`src/rtl/hazard_ctrl.sv`:
```
// hazard_ctrl: pipeline sequencing controller for the five-stage CPU.
//
// Each cycle it decides whether the PC and the IF/ID, ID/EX, EX/MEM and
// MEM/WB registers advance, hold, or take a bubble/flush. Data hazards use
// 3-bit register tags; r0 is never a hazard.
//
// The controller covers three situations:
//   - load-use and branch-operand stalls;
//   - the data-memory wait handshake, with a timeout;
//   - the halt/drain sequence.
//
// It also keeps saturating stall and flush statistics.
//
// Ports:
//   clk, rst_n          clock, asynchronous active-low reset
//   ID_*                tags/flags of the instruction in decode
//   EX_*, MEM_*         destination tags and flags of the later stages
//   dmem_ready          data memory completes its access this cycle
//   dmem_req            data memory request
//   PC_Write..EXMEM_Write   pipeline register write enables (combinational)
//   IFID_Flush, IDEX_Bubble, MEMWB_Bubble   NOP insertion selects (combinational)
//   done, mem_err       halted / halted by memory timeout (registered)
//   stall_cnt, flush_cnt    saturating statistics (registered)
module hazard_ctrl #(
  parameter int MEM_TIMEOUT  = 16,
  parameter int DRAIN_CYCLES = 3,
  parameter int CNT_W        = 16
) (
  input  logic             clk,
  input  logic             rst_n,
  input  logic [2:0]       ID_Rs,
  input  logic [2:0]       ID_Rd,
  input  logic             ID_UsesRs,
  input  logic             ID_UsesRd,
  input  logic             ID_IsBranch,
  input  logic             ID_BranchTaken,
  input  logic             ID_Halt,
  input  logic [2:0]       EX_Rd,
  input  logic [2:0]       MEM_Rd,
  input  logic             EX_RegWrite,
  input  logic             EX_MemRead,
  input  logic             MEM_MemRead,
  input  logic             MEM_MemAccess,
  input  logic             dmem_ready,
  output logic             dmem_req,
  output logic             PC_Write,
  output logic             IFID_Write,
  output logic             IDEX_Write,
  output logic             EXMEM_Write,
  output logic             IFID_Flush,
  output logic             IDEX_Bubble,
  output logic             MEMWB_Bubble,
  output logic             done,
  output logic             mem_err,
  output logic [CNT_W-1:0] stall_cnt,
  output logic [CNT_W-1:0] flush_cnt
);

  localparam int TW = $clog2(MEM_TIMEOUT);
  localparam int DW = $clog2(DRAIN_CYCLES + 1);
  localparam logic [TW-1:0]    WAIT_LAST  = TW'(MEM_TIMEOUT - 1);
  localparam logic [DW-1:0]    DRAIN_LAST = DW'(DRAIN_CYCLES - 1);
  localparam logic [CNT_W-1:0] CNT_MAX    = {CNT_W{1'b1}};

  typedef enum logic [1:0] {
    S_RUN      = 2'd0,
    S_MEM_WAIT = 2'd1,
    S_DRAIN    = 2'd2,
    S_HALT     = 2'd3
  } state_t;

  state_t           state_q, state_d;
  logic [TW-1:0]    wait_cnt_q, wait_cnt_d;
  logic [DW-1:0]    drain_cnt_q, drain_cnt_d;
  logic             done_q, done_d;
  logic             mem_err_q, mem_err_d;
  logic [CNT_W-1:0] stall_cnt_q, stall_cnt_d;
  logic [CNT_W-1:0] flush_cnt_q, flush_cnt_d;

  logic load_use_s;
  logic br_haz_s;
  logic freeze_s;
  logic stall_s;

  // Hazard detection on register tags; r0 is hard-wired and never a producer.
  assign load_use_s = EX_MemRead && (EX_Rd != 3'd0) &&
                      ((ID_UsesRs && (EX_Rd == ID_Rs)) ||
                       (ID_UsesRd && (EX_Rd == ID_Rd)));

  // Branches resolve in ID, so they also wait on an ALU result still in EX
  // and on load data that has not come back from MEM yet.
  assign br_haz_s = ID_IsBranch &&
                    ((EX_RegWrite && (EX_Rd != 3'd0) && (EX_Rd == ID_Rs)) ||
                     (MEM_MemRead && (MEM_Rd != 3'd0) && (MEM_Rd == ID_Rs)));

  // State register, timers, sticky status flags and statistics.
  always_ff @(posedge clk or negedge rst_n) begin
    if (!rst_n) begin
      state_q     <= S_RUN;
      wait_cnt_q  <= '0;
      drain_cnt_q <= '0;
      done_q      <= 1'b0;
      mem_err_q   <= 1'b0;
      stall_cnt_q <= '0;
      flush_cnt_q <= '0;
    end else begin
      state_q     <= state_d;
      wait_cnt_q  <= wait_cnt_d;
      drain_cnt_q <= drain_cnt_d;
      done_q      <= done_d;
      mem_err_q   <= mem_err_d;
      stall_cnt_q <= stall_cnt_d;
      flush_cnt_q <= flush_cnt_d;
    end
  end

  // Next-state and pipeline control: freeze > stall > flush > halt.
  always_comb begin
    state_d      = state_q;
    wait_cnt_d   = wait_cnt_q;
    drain_cnt_d  = drain_cnt_q;
    done_d       = done_q;
    mem_err_d    = mem_err_q;
    freeze_s     = 1'b0;
    stall_s      = 1'b0;
    dmem_req     = 1'b0;
    PC_Write     = 1'b1;
    IFID_Write   = 1'b1;
    IDEX_Write   = 1'b1;
    EXMEM_Write  = 1'b1;
    IFID_Flush   = 1'b0;
    IDEX_Bubble  = 1'b0;
    MEMWB_Bubble = 1'b0;

    case (state_q)
      S_RUN, S_MEM_WAIT: begin
        if (state_q == S_MEM_WAIT) begin
          dmem_req = 1'b1;
          freeze_s = !dmem_ready;
        end else begin
          dmem_req = MEM_MemAccess;
          freeze_s = MEM_MemAccess && !dmem_ready;
        end

        if (freeze_s) begin
          PC_Write     = 1'b0;
          IFID_Write   = 1'b0;
          IDEX_Write   = 1'b0;
          EXMEM_Write  = 1'b0;
          MEMWB_Bubble = 1'b1;
          if (state_q == S_RUN) begin
            state_d    = S_MEM_WAIT;
            wait_cnt_d = '0;
          end else if (wait_cnt_q == WAIT_LAST) begin
            // Memory never answered: stop the machine and flag it.
            state_d   = S_HALT;
            done_d    = 1'b1;
            mem_err_d = 1'b1;
          end else begin
            wait_cnt_d = wait_cnt_q + TW'(1);
          end
        end else begin
          // The completing MEM_WAIT cycle behaves like an ordinary RUN cycle.
          state_d    = S_RUN;
          wait_cnt_d = '0;
          if (load_use_s || br_haz_s) begin
            stall_s     = 1'b1;
            PC_Write    = 1'b0;
            IFID_Write  = 1'b0;
            IDEX_Bubble = 1'b1;
          end else if (ID_IsBranch && ID_BranchTaken) begin
            IFID_Flush = 1'b1;
          end else if (ID_Halt) begin
            // Halt leaves ID: stop fetching, let older instructions retire.
            PC_Write    = 1'b0;
            IFID_Write  = 1'b0;
            IDEX_Bubble = 1'b1;
            state_d     = S_DRAIN;
            drain_cnt_d = '0;
          end else begin
            state_d = S_RUN;
          end
        end
      end

      S_DRAIN: begin
        dmem_req   = MEM_MemAccess;
        PC_Write   = 1'b0;
        IFID_Write = 1'b0;
        freeze_s   = MEM_MemAccess && !dmem_ready;
        if (freeze_s) begin
          // Drain count pauses; the memory wait is still bounded.
          IDEX_Write   = 1'b0;
          EXMEM_Write  = 1'b0;
          MEMWB_Bubble = 1'b1;
          if (wait_cnt_q == WAIT_LAST) begin
            state_d   = S_HALT;
            done_d    = 1'b1;
            mem_err_d = 1'b1;
          end else begin
            wait_cnt_d = wait_cnt_q + TW'(1);
          end
        end else begin
          IDEX_Bubble = 1'b1;
          wait_cnt_d  = '0;
          if (drain_cnt_q == DRAIN_LAST) begin
            state_d = S_HALT;
            done_d  = 1'b1;
          end else begin
            drain_cnt_d = drain_cnt_q + DW'(1);
          end
        end
      end

      S_HALT: begin
        PC_Write    = 1'b0;
        IFID_Write  = 1'b0;
        IDEX_Write  = 1'b0;
        EXMEM_Write = 1'b0;
        done_d      = 1'b1;
      end

      default: begin
        PC_Write    = 1'b0;
        IFID_Write  = 1'b0;
        IDEX_Write  = 1'b0;
        EXMEM_Write = 1'b0;
        state_d     = S_RUN;
      end
    endcase
  end

  // Saturating statistics: stall counts freeze and stall cycles alike.
  always_comb begin
    stall_cnt_d = stall_cnt_q;
    flush_cnt_d = flush_cnt_q;
    if ((freeze_s || stall_s) && (stall_cnt_q != CNT_MAX)) begin
      stall_cnt_d = stall_cnt_q + CNT_W'(1);
    end else begin
      stall_cnt_d = stall_cnt_q;
    end
    if (IFID_Flush && (flush_cnt_q != CNT_MAX)) begin
      flush_cnt_d = flush_cnt_q + CNT_W'(1);
    end else begin
      flush_cnt_d = flush_cnt_q;
    end
  end

  assign done      = done_q;
  assign mem_err   = mem_err_q;
  assign stall_cnt = stall_cnt_q;
  assign flush_cnt = flush_cnt_q;

endmodule

```
`config.mk`:
```
export PLATFORM = sky130hd
export DESIGN_NAME = hazard_ctrl
export DESIGN_NICKNAME = d
export VERILOG_FILES = /design/src/rtl/hazard_ctrl.sv
export SDC_FILE = /design/constraint.sdc
export NUM_CORES = 1
export LEC_CHECK = 0
export ABC_AREA = 1
export CORE_ASPECT_RATIO = 1.2
export CORE_UTILIZATION = 40
export CTS_BUF_LIST = sky130_fd_sc_hd__clkbuf_16
export CTS_CLUSTER_SIZE = 20
export DETAILED_ROUTE_END_ITERATION = 10
export DONT_BUFFER_PORTS = 1
export REMOVE_ABC_BUFFERS = 1
export SLEW_MARGIN = 20
export SYNTH_ARGS = -nofsm -noshare
export SYNTH_HDL_FRONTEND = slang
export SYNTH_SLANG_ARGS = --single-unit
```
`constraint.sdc`:
```
create_clock -name clk -period 2.1 [get_ports clk]
set_input_delay 0.21 -clock clk [delete_from_list [all_inputs] [get_ports clk]]
set_output_delay 0.21 -clock clk [all_outputs]
set_load 0.01 [all_outputs]
```
Word level (Yosys, flattened, before mapping) --
Index checks and enable logic that the tools add are counted.
Storage, ports and cells: input bits 24, output and inout bits 42, flip-flop bits (word level) 42, word-level logic and storage cells 119
Cells by class: reduce and logical (&&, ||, !) cells 28, $add $sub $neg 4, mux-type cells 60, eq/ne operators 20
Operators with widths (count):
- $add 16x1->16 const B | 2
- $ne 16x16->1 const B | 2
- $mux 1 | 31
- $mux 2 | 14
- $ne 2x2->1 const B | 9
- $mux 4 | 4
- $logic_and 1x1->1 | 13
- $pmux 1 s2 | 6
- $eq 3x3->1 | 3
- $pmux 2 s2 | 2
- $pmux 4 s2 | 1
- $reduce_and 7->1 | 1
- $eq 2x2->1 const B | 3
- $pmux 1 s3 | 2
- $reduce_bool 3->1 | 2
- $add 4x1->4 const B | 1
- $eq 4x4->1 const B | 1
- $logic_or 1x1->1 | 4
- $reduce_and 4->1 | 1
- $reduce_or 2->1 | 2
- $ne 3x3->1 const B | 1
- $reduce_and 3->1 | 1
- $add 2x1->2 const B | 1
- $eq 2x1->1 const B | 1
- other kinds (4) | 4

Logic depth before layout (Yosys ltp) --
depth after elaboration 11, depth in mapped cells 14, gate-level depth less buffers 13

Worst setup path after synthesis --
OpenSTA, ideal clock, no wires.
path type register -> register, from reg flush_cnt_q[0] (netlist: flush_cnt[0]), to reg flush_cnt_q[11] (netlist: flush_cnt[11]), period minus slack after synthesis 1.657 ns, required time 1.983 ns, path buffers 1, stages on the path, launching flop included 10, setup slack 0.443 ns, arrival 1.539 ns, setup time 0.117 ns, cells stage by stage dfrtp_1 -> ha_1 -> nand2_1 -> nor3_2 -> nand2_1 -> nor2_1 -> nand3_2 -> buf_2 -> nand3_1 -> nand2_1
Between the ends: word-level cells in the longest chain between the ends 2, elaborated cells between the ends (all ways) 3, classes of those cells 1 x add/sub; 1 x eq/ne; 1 x reduce/logical
Ends and longest elaborated chain:
- start, declared | line 78 | logic [CNT_W-1:0] flush_cnt_q, flush_cnt_d;
- start signal, assigned | line 113 | flush_cnt_q <= flush_cnt_d;
- parallel branches: the longest is 2 deep, another holds $add 16x1->16
Parallel ways; which one is timed is not known. A chain may end at the register's enable or synchronous reset.

Worst setup path after layout --
from reg state_q[0], to out IDEX_Bubble
Between the ends: word-level cells in the longest chain between the ends 5, elaborated cells between the ends (all ways) 8, classes of those cells 2 x eq/ne; 4 x mux; 2 x reduce/logical
Ends and longest elaborated chain:
- start, declared | line 72 | state_t state_q, state_d;
- start signal, assigned | line 107 | state_q <= state_d;
- $eq 2x1->1 | line 135, 137
- $mux 1 | line 137 | if (state_q == S_MEM_WAIT) begin
- $mux 1 | line 135 | case (state_q)
- $mux 1 | line 145 | if (freeze_s) begin
- $pmux 1 s2 * | line 135
- end, declared | line 51 | output logic IDEX_Bubble,
Mark *: on every way between the ends. The rest lies on a longest branch, timed or not. The select of a mux whose other input is x is not followed.

==> results.ini <==
[status]
status=finished, final reports clean

[logic_synthesis]
ys_warn_count=0
synth_top_area_share_pct=34.9
synth.top_cells.by_count=nand2_1 (116), inv_1 (46), dfrtp_1 (42)
avgSynthCellArea_um2=7.43
synthFlopType=dfrtp_1
synth-async-reset-ratio_pct=100
seq_area_frac_synth_pct=34.9
synth_edf_count=0
syn_inst=405
yosys-top-cells-area=dfrtp_1 (35%), nand2_1 (14%), nand3_1 (6.7%), inv_1 (5.7%), xor2_1 (4.7%)
synth_cell_type_count=40
ys_ff_latch=42
yosys.area.top_type=dfrtp_1
synthMostInstantiatedCell=nand2_1
syn-cell-area_um2=3010

[hold_path]
hold_path_class=input port to flip-flop

[drt]
wl_per_cell_um=12.9
routed_wl_mm=6.51
drc=0
viasPerCell=5.09
drt_iter0_drc=61
drtPass1Iterations=4
route.antenna.remaining_nets=0
via_count=2558

[critical_path]
cp-end-kind=output pin
critPathTopFamily=flip-flops
critical_path_required_ns=1.89
critPathMaxFanout=6
crit_arrival_ns=1.72
slowest_delay_ns=0.46
critical_path_class=flip-flop to output pin
cp_num_buf_inv=2
slowest_stage=dfrtp_1
cp-start-kind=flip-flop
crit_chain=inv_2 > nor2_2 > o21ai_4 > nand2_4 > nand2_1 > o31ai_1 > inv_1

[sta]
rsz0062_at_grt=no
max_freq_mhz=517
slew_violations=0
tightestPinTransition_ns=0.385
finalClockSkew_ns=0.00589
finalSetupViolCount=0
fin_setup_tns_ns=0
maxSlewHeadroom_pct=74.3
min_period_ns=1.93
post-route-period-util_pct=92.0
holdWs_ns=0.193
hold_viol=0

[global_routing]
grt_pass1_wl_mm=11.0
grt_max_degree=43
track_usage_pct=18.0
overflow=0
antenna_found_initial=0
first_global_vias=2506

[floorplanning]
dieWidth_um=81.2
dieArea_um2=7870
io_pins=66
start_util_pct=41.3
rows=34
die_h_um=97.0
coreArea_um2=7270

[cts]
cts-root-buf=clkbuf_16
clk_path_buf_depth=2
clock_latency_ns=0.28
cts_tree=built
cts_resized=0
numCtsBuffers=5
path_clk_slew_ns=0.06
htreeDepth=2
cts_sinks=42

[job]
maxCapViolations=0

[cells_and_area]
fin_nets=440
finalNonFillerCells=503
drive_above_1_share_pct=13.6
diodes=0
area_growth_pct=8.69
utilization_pct=44.9

[placement]
place_congestion=0.821
hpwl_mm=4.91
placed_cells=493
io_buffers=0

[pwr]
peakVddDrop_mv=0.325
total_power_mw=1.65
p_per_area_nw_per_um2=503
p_leak_nw=1.71

-- final timing paths --
path | startpoint | to | slack (ns) | cells past startpoint
max | state_q[0]$_DFFE_PN0P_ | IDEX_Bubble | 0.17 | 7
max in group asynchronous | rst_n | stall_cnt[4]$_DFFE_PN0P_ | 1.43 | 2
min reg2reg | drain_cnt_q[1]$_DFFE_PN0P_ | drain_cnt_q[1]$_DFFE_PN0P_ | 0.49 | 2
min in group asynchronous | rst_n | flush_cnt[0]$_DFFE_PN0P_ | 0.47 | 2
min | ID_IsBranch | state_q[1]$_DFFE_PN0P_ | 0.19 | 3
max reg2reg | stall_cnt[0]$_DFFE_PN0P_ | stall_cnt[15]$_DFFE_PN0P_ | 0.27 | 7
-- flip-flops by register name, indices dropped and copies added (netlist names) --
register	flops
done	1
state_q	2
drain_cnt_q	2
wait_cnt_q	4
stall_cnt	16
mem_err	1
flush_cnt	16
-- metrics by stage --
stage	worst slack (ns)	area (µm²)
after floorplan	0.272	2930
after global placement	0.308	3090
after detailed placement	0.275	3090
after CTS	0.126	3270
after global routing	0.0153	3270
final	0.167	3270
-- cells by family (layout without fill, tap and decap cells) --
| family | count (synthesis) | count (layout) | synth area share (%) |
|---|---|---|---|
| AOI/OAI and AO/OA | 26 | 26 | 5.62 |
| xor gates and xnor gates | 29 | 29 | 8.44 |
| adders and majority gates | 4 | 4 | 1.66 |
| buffers and inverters | 65 | 73 | 9.73 |
| DFF | 42 | 42 | 34.9 |
| and+or+nand+nor | 239 | 239 | 39.6 |
-- worst reg2reg max path: cells and delay by family (launching register included) --
family,cells,cell delay [ns]
adders and majority gates,1,0.27
buffers and inverters,1,0.07
DFF,1,0.46
and+or+nand+nor,5,0.96
-- placed cells by master (no fill, tap or decap), types with 4 or more instances in the layout --
master / n
xor2_1: 16
inv_1: 47
inv_2: 10
nand2_1: 116
nand2_2: 14
xnor2_1: 13
o21ai_0: 6
dfrtp_1: 42
ha_1: 4
buf_4: 7
nor4_1: 4
nand3_1: 40
nand3b_1: 4
nor3_1: 6
o21ai_1: 6
nor2_1: 26
clkbuf_16: 5
nand4_1: 11
-- final cells by class --
type / instances / area [µm²]
timing repair buffer: 9 / 90.1
sequential: 42 / 1050
clock buffer: 5 / 125
clock inverter: 3 / 16.3
fill: 719 / 4010
multi-input combinational: 298 / 1660
inverter: 56 / 210
tap: 90 / 113
-- per-layer routing --
metal	wire length, µm	vias to the layer above	global-route usage (%)
met3	398	7	5.00
met2	3410	57	32.4
met5	0	-	0
met1	2640	1186	19.7
met4	66	0	5.63
li1	-	1308	-
-- repair_timing --
item / 4_1_cts / 5_1_grt
hold endpoints to repair: 42 / 0
hold buffers: 2 / 0
buffers inserted: 0 / 0
-- report_power, final --
| group | internal [mW] | switching [mW] |
|---|---|---|
| Combinational | 0.0304 | 0.0537 |
| Clock | 0.436 | 0.313 |
| Sequential | 0.810 | 0.00135 |
Power figures use the tool's default switching activity.
